[src/rtl/lif_tick_scheduler.sv]
// lif_tick_scheduler: programmable timestep tick generator that launches one
// neuron-index sweep per tick over a valid/ready handshake and flags overruns.
module lif_tick_scheduler #(
    parameter int CNT_W          = 16,
    parameter int NEURONS        = 254,
    parameter int IDX_W          = 8,
    parameter int DEFAULT_PERIOD = 1000,
    parameter int TCNT_W         = 32
) (
    input  logic              clk_i,
    input  logic              rst_i,
    input  logic              en_i,
    input  logic [CNT_W-1:0]  period_i,
    input  logic              period_we_i,
    output logic              tick_o,
    output logic [TCNT_W-1:0] tick_cnt_o,
    output logic [IDX_W-1:0]  nrn_idx_o,
    output logic              nrn_valid_o,
    input  logic              nrn_ready_i,
    output logic              nrn_last_o,
    output logic              sweep_busy_o,
    output logic              overrun_o,
    input  logic              overrun_clr_i
);
    typedef enum logic {S_IDLE, S_SWEEP} state_t;

    localparam logic [CNT_W-1:0] P_DEF  = CNT_W'(DEFAULT_PERIOD);
    localparam logic [IDX_W-1:0] P_LAST = IDX_W'(NEURONS - 1);

    state_t             r_state, w_state_nxt;
    logic [CNT_W-1:0]   r_clk_cnt, r_period_act, r_period_shd, w_cnt_last;
    logic [IDX_W-1:0]   r_idx, w_idx_nxt;
    logic [TCNT_W-1:0]  r_tick_cnt;
    logic               r_overrun, w_tick, w_hs, w_done, w_ovr_set;

    // Period 0 behaves as period 1, so the wrap point clamps at 0.
    assign w_cnt_last = (r_period_act == '0) ? '0 : r_period_act - 1'b1;
    assign w_tick     = en_i & ~rst_i & (r_clk_cnt == w_cnt_last);
    assign w_hs       = (r_state == S_SWEEP) & nrn_ready_i;
    assign w_done     = w_hs & (r_idx == P_LAST);
    assign w_ovr_set  = w_tick & (r_state == S_SWEEP) & ~w_done;

    always_ff @(posedge clk_i or posedge rst_i) begin
        if (rst_i) begin
            r_clk_cnt    <= '0;
            r_period_act <= P_DEF;
            r_period_shd <= P_DEF;
            r_tick_cnt   <= '0;
            r_overrun    <= 1'b0;
        end else begin
            if (w_tick) begin
                r_clk_cnt    <= '0;
                r_period_act <= period_we_i ? period_i : r_period_shd;
                r_tick_cnt   <= r_tick_cnt + 1'b1;
            end else if (en_i) begin
                r_clk_cnt <= r_clk_cnt + 1'b1;
            end
            if (period_we_i) r_period_shd <= period_i;
            r_overrun <= w_ovr_set | (r_overrun & ~overrun_clr_i);
        end
    end

    always_ff @(posedge clk_i or posedge rst_i) begin
        if (rst_i) begin
            r_state <= S_IDLE;
            r_idx   <= '0;
        end else begin
            r_state <= w_state_nxt;
            r_idx   <= w_idx_nxt;
        end
    end

    // A tick landing on the final handshake chains straight into a new sweep.
    always_comb begin
        w_state_nxt = r_state;
        w_idx_nxt   = r_idx;
        if (r_state == S_IDLE) begin
            w_state_nxt = w_tick ? S_SWEEP : S_IDLE;
            w_idx_nxt   = '0;
        end else if (w_done) begin
            w_state_nxt = w_tick ? S_SWEEP : S_IDLE;
            w_idx_nxt   = '0;
        end else if (w_hs) begin
            w_idx_nxt = r_idx + 1'b1;
        end
    end

    assign tick_o       = w_tick;
    assign tick_cnt_o   = r_tick_cnt;
    assign nrn_idx_o    = r_idx;
    assign nrn_valid_o  = r_state == S_SWEEP;
    assign sweep_busy_o = r_state == S_SWEEP;
    assign nrn_last_o   = (r_state == S_SWEEP) & (r_idx == P_LAST);
    assign overrun_o    = r_overrun;
endmodule

[config.mk]
export PLATFORM = sky130hd
export DESIGN_NAME = lif_tick_scheduler
export DESIGN_NICKNAME = d
export VERILOG_FILES = /design/src/rtl/lif_tick_scheduler.sv
export SDC_FILE = /design/constraint.sdc
export NUM_CORES = 1
export LEC_CHECK = 0
export ABC_AREA = 1
export BUFFER_PORTS_ARGS = -buffer_cell sky130_fd_sc_hd__buf_4
export CAP_MARGIN = 20
export CORE_UTILIZATION = 27
export CTS_CLUSTER_SIZE = 12
export DETAILED_ROUTE_END_ITERATION = 8
export GPL_TIMING_DRIVEN = 0
export PLACE_DENSITY = 0.48
export SLEW_MARGIN = 5
export SYNTH_ARGS = -nofsm -noshare
export SYNTH_HDL_FRONTEND = slang
export SYNTH_SLANG_ARGS = --single-unit
[constraint.sdc]
create_clock -name clk_i -period 3.7 [get_ports clk_i]
set_clock_uncertainty 0.1 [all_clocks]
set_input_delay 0.555 -clock clk_i [delete_from_list [all_inputs] [get_ports clk_i]]
set_output_delay 0.555 -clock clk_i [all_outputs]
set_load 0.1 [all_outputs]
==> results.toml <==
[routing]
vias = 5007
ant_nets = 0
drtIter0Drc = 268
routedWlPerCell_um = 14.0
drcViolationCount = 0
via_per_inst = 4.56
wirelength_um = 15400
drtPass1Iterations = 4

[setup_path]
crit_type = "reg2out"
rr_endpoint = "r_clk_cnt[4]"
crit_required_ns = 3.04
worstSetupEndpointType = "primary output"
timing.rr.start = "r_period_act[0]"
start_kind = "flop"
critical_path_arrival_ns = 2.79
r2r_cells = 17
critPathMaxFanout = 10
r2r_slack_ns = 0.88

[grt]
antenna_found_initial = 0
grt_pass1_wl_um = 26100
grt_max_degree = 55
grt.overflow.total = 0
grt_pass1_vias = 4958
grt_usage = 0.154

[yosys]
synth_most_common_cell = "nand2_1"
synthCells = 744
yosysSeqAreaShare = 0.405
ys_seq_elements = 90
yosysWarnings = 0
synth_edf_count = 0
synth.top_cell.area_share = 0.349
syn_area_um2 = 5600
ys_top_cells_by_count = "nand2_1 (243), nor2_1 (82), dfrtp_1 (78)"
synth_cell_types = 33
netlist_top_cells_area = "dfrtp_1 (35%), nand2_1 (16%), nand4_1 (5.8%)"
ys_async_sr_fraction = 1.00
synth-main-ff-cell = "dfrtp_1"
syn_avg_cell_area_um2 = 7.52
syn_nets = 771
synth_largest_area_cell = "dfrtp_1"

[pwr]
pwr-share-clk = 0.333
power_mw = 2.85
switchingPower_mw = 1.03
seqPwrFrac = 0.411
netSwitchingFraction = 0.360
comb_power_share = 0.256
p_int_mw = 1.83
leakagePower_nw = 3.39
ir_drop_mv = 0.217
powerDensity_nw_per_um2 = 421

[cts]
clock_latency_ns = 0.35
cts_sinks = 90
cts_tree = "yes"
cts_buffer_depth = 2
post_cts_buffers = 0
cts_buffers = 9
h-tree-depth = 3
holdBufCountCts = 0
cts-root-buf = "clkbuf_16"
cts-resized-gates = 0
path_clk_slew_ns = 0.07

[timing]
hold_viol_final = 0
period_minus_slack_ns = 3.45
fmax_mhz = 290
slew_headroom = 0.634
rsz0062_at_grt = "no"
layout_setup_ws_ns = 0.252
period_share = 0.932
setup_tns_ns = 0
worstMarginPinSlew_ns = 0.550
setup_viol = 0
slew_violations = 0

[floorplanning]
die_area_um2 = 21300
initial_utilization = 0.276
coreArea_um2 = 20300
die_y_um = 146
die_x_um = 146
row_count = 52
ios = 67

[place]
pre_cts_ws_ns = 0.394
hpwl_um = 11800
gp_congestion = 0.876
io_buffers = 65

[worst_hold_path]
holdCritPathClass = "in2async"

[run]
cap_violations = 0

[layout]
drive_gt1_frac = 0.179
n_antenna_cell = 0
syn2layout_area_growth_pct = 21.1
final_nets = 851

[outcome]
outcome = "completed"
## state kept, by name, summed over array words and instances, names as in the netlist
name	flops
tick_cnt_o	32
r_clk_cnt	16
r_period_act	16
r_period_shd	16
nrn_idx_o	8
nrn_valid_o	1
overrun_o	1
## critical path, stage by stage (launching register included)
cell	delay, ns
dfrtp_1	0.38
inv_1	0.15
ha_1	0.26
nand2_2	0.14
nor2_4	0.14
nand2_4	0.09
buf_6	0.16
nand3_1	0.08
nand2_1	0.08
nor3_1	0.21
nand3_1	0.15
nor2_4	0.17
nand2_1	0.09
inv_1	0.06
buf_4	0.28
## stage by stage
stage / area [um2] / std cells / utilization / hold WS, ns
finish: 6780 / 1099 / 0.334 / 0.168
global route: 6780 / 1099 / 0.334 / 0.203
CTS: 6760 / 1096 / 0.333 / 0.179
detailed placement: 6460 / 1080 / 0.318 / 0.373
global placement: 6430 / 1079 / 0.317 / 0.358
floorplan: 5600 / 744 / - / 0.342
## kinds of logic (layout without fill, tap and decap cells)
logic type,Yosys count,in the layout,share of synthesized area
adders and majority gates,5,5,0.0112
muxes,16,16,0.0322
buffers and inverters,85,170,0.0713
and+or+nand+nor,488,488,0.392
xor gates and xnor gates,49,49,0.0767
DFF,90,90,0.405
AOI/OAI and AO/OA,11,11,0.0116
## power by group through the flow
stage          clock [mW]  combinational, mW  sequential, mW
5_1_grt              1.02              0.801            1.19
3_3_place_gp            0              0.721            1.19
4_1_cts             0.983              0.736            1.17
3_5_place_dp            0              0.732            1.19
6_report            0.949              0.731            1.17
2_1_floorplan           0              0.314            1.42
## how the worst max path moves through the flow
stage / startpoint / to / slack, ns / depth (start not counted)
after floorplan: nrn_idx_o[0] / nrn_idx_o[0] / 0.35 / 7
after global placement: rst_i / r_period_shd[13] / -0.67 / 2
after detailed placement: en_i / tick_o / 0.39 / 10
after CTS: r_period_act[0] / tick_o / 0.01 / 14
after global routing: r_period_act[0] / tick_o / 0.007 / 14
final: r_period_act[0] / tick_o / 0.25 / 14
## layout by cell type, fill, tap and decap left out, types with 2 or more instances in the layout
master / Yosys / final
nand2_1: 243 / 243
nor2_1: 82 / 82
dfrtp_1: 78 / 78
buf_4: 6 / 74
nand3_1: 62 / 62
inv_1: 61 / 60
nand4_1: 52 / 52
xor2_1: 36 / 36
mux2_2: 16 / 16
nor3_1: 16 / 15
xnor2_1: 13 / 13
dfstp_2: 12 / 12
nor4_1: 10 / 10
clkbuf_16: 0 / 9
clkbuf_1: 6 / 8
buf_6: 7 / 7
nor2_2: 5 / 5
nor2_4: 5 / 5
ha_1: 5 / 5
o21ai_0: 4 / 4
buf_2: 4 / 4
nand2_2: 3 / 3
o21bai_1: 3 / 3
nand3b_1: 3 / 3
and2_1: 2 / 2
o22ai_1: 2 / 2
## cell type report
| class | count | area [um2] |
|---|---|---|
| inverter | 62 | 235 |
| sequential | 90 | 2270 |
| clock inverter | 4 | 51.3 |
| multi-input combinational | 569 | 2940 |
| timing repair buffer | 69 | 538 |
| buffer | 23 | 166 |
| fill | 2236 | 13500 |
| tap | 270 | 338 |
| clock buffer | 12 | 246 |
## metal layers
| layer | vias to the layer above | GRT usage | wire, um |
|---|---|---|---|
| met5 | - | 0 | 0 |
| met4 | 0 | 0.0438 | 213 |
| met3 | 16 | 0.0260 | 475 |
| met2 | 91 | 0.232 | 6620 |
| met1 | 2315 | 0.225 | 8120 |
| li1 | 2585 | - | - |
(Power assumes the default switching activity.)
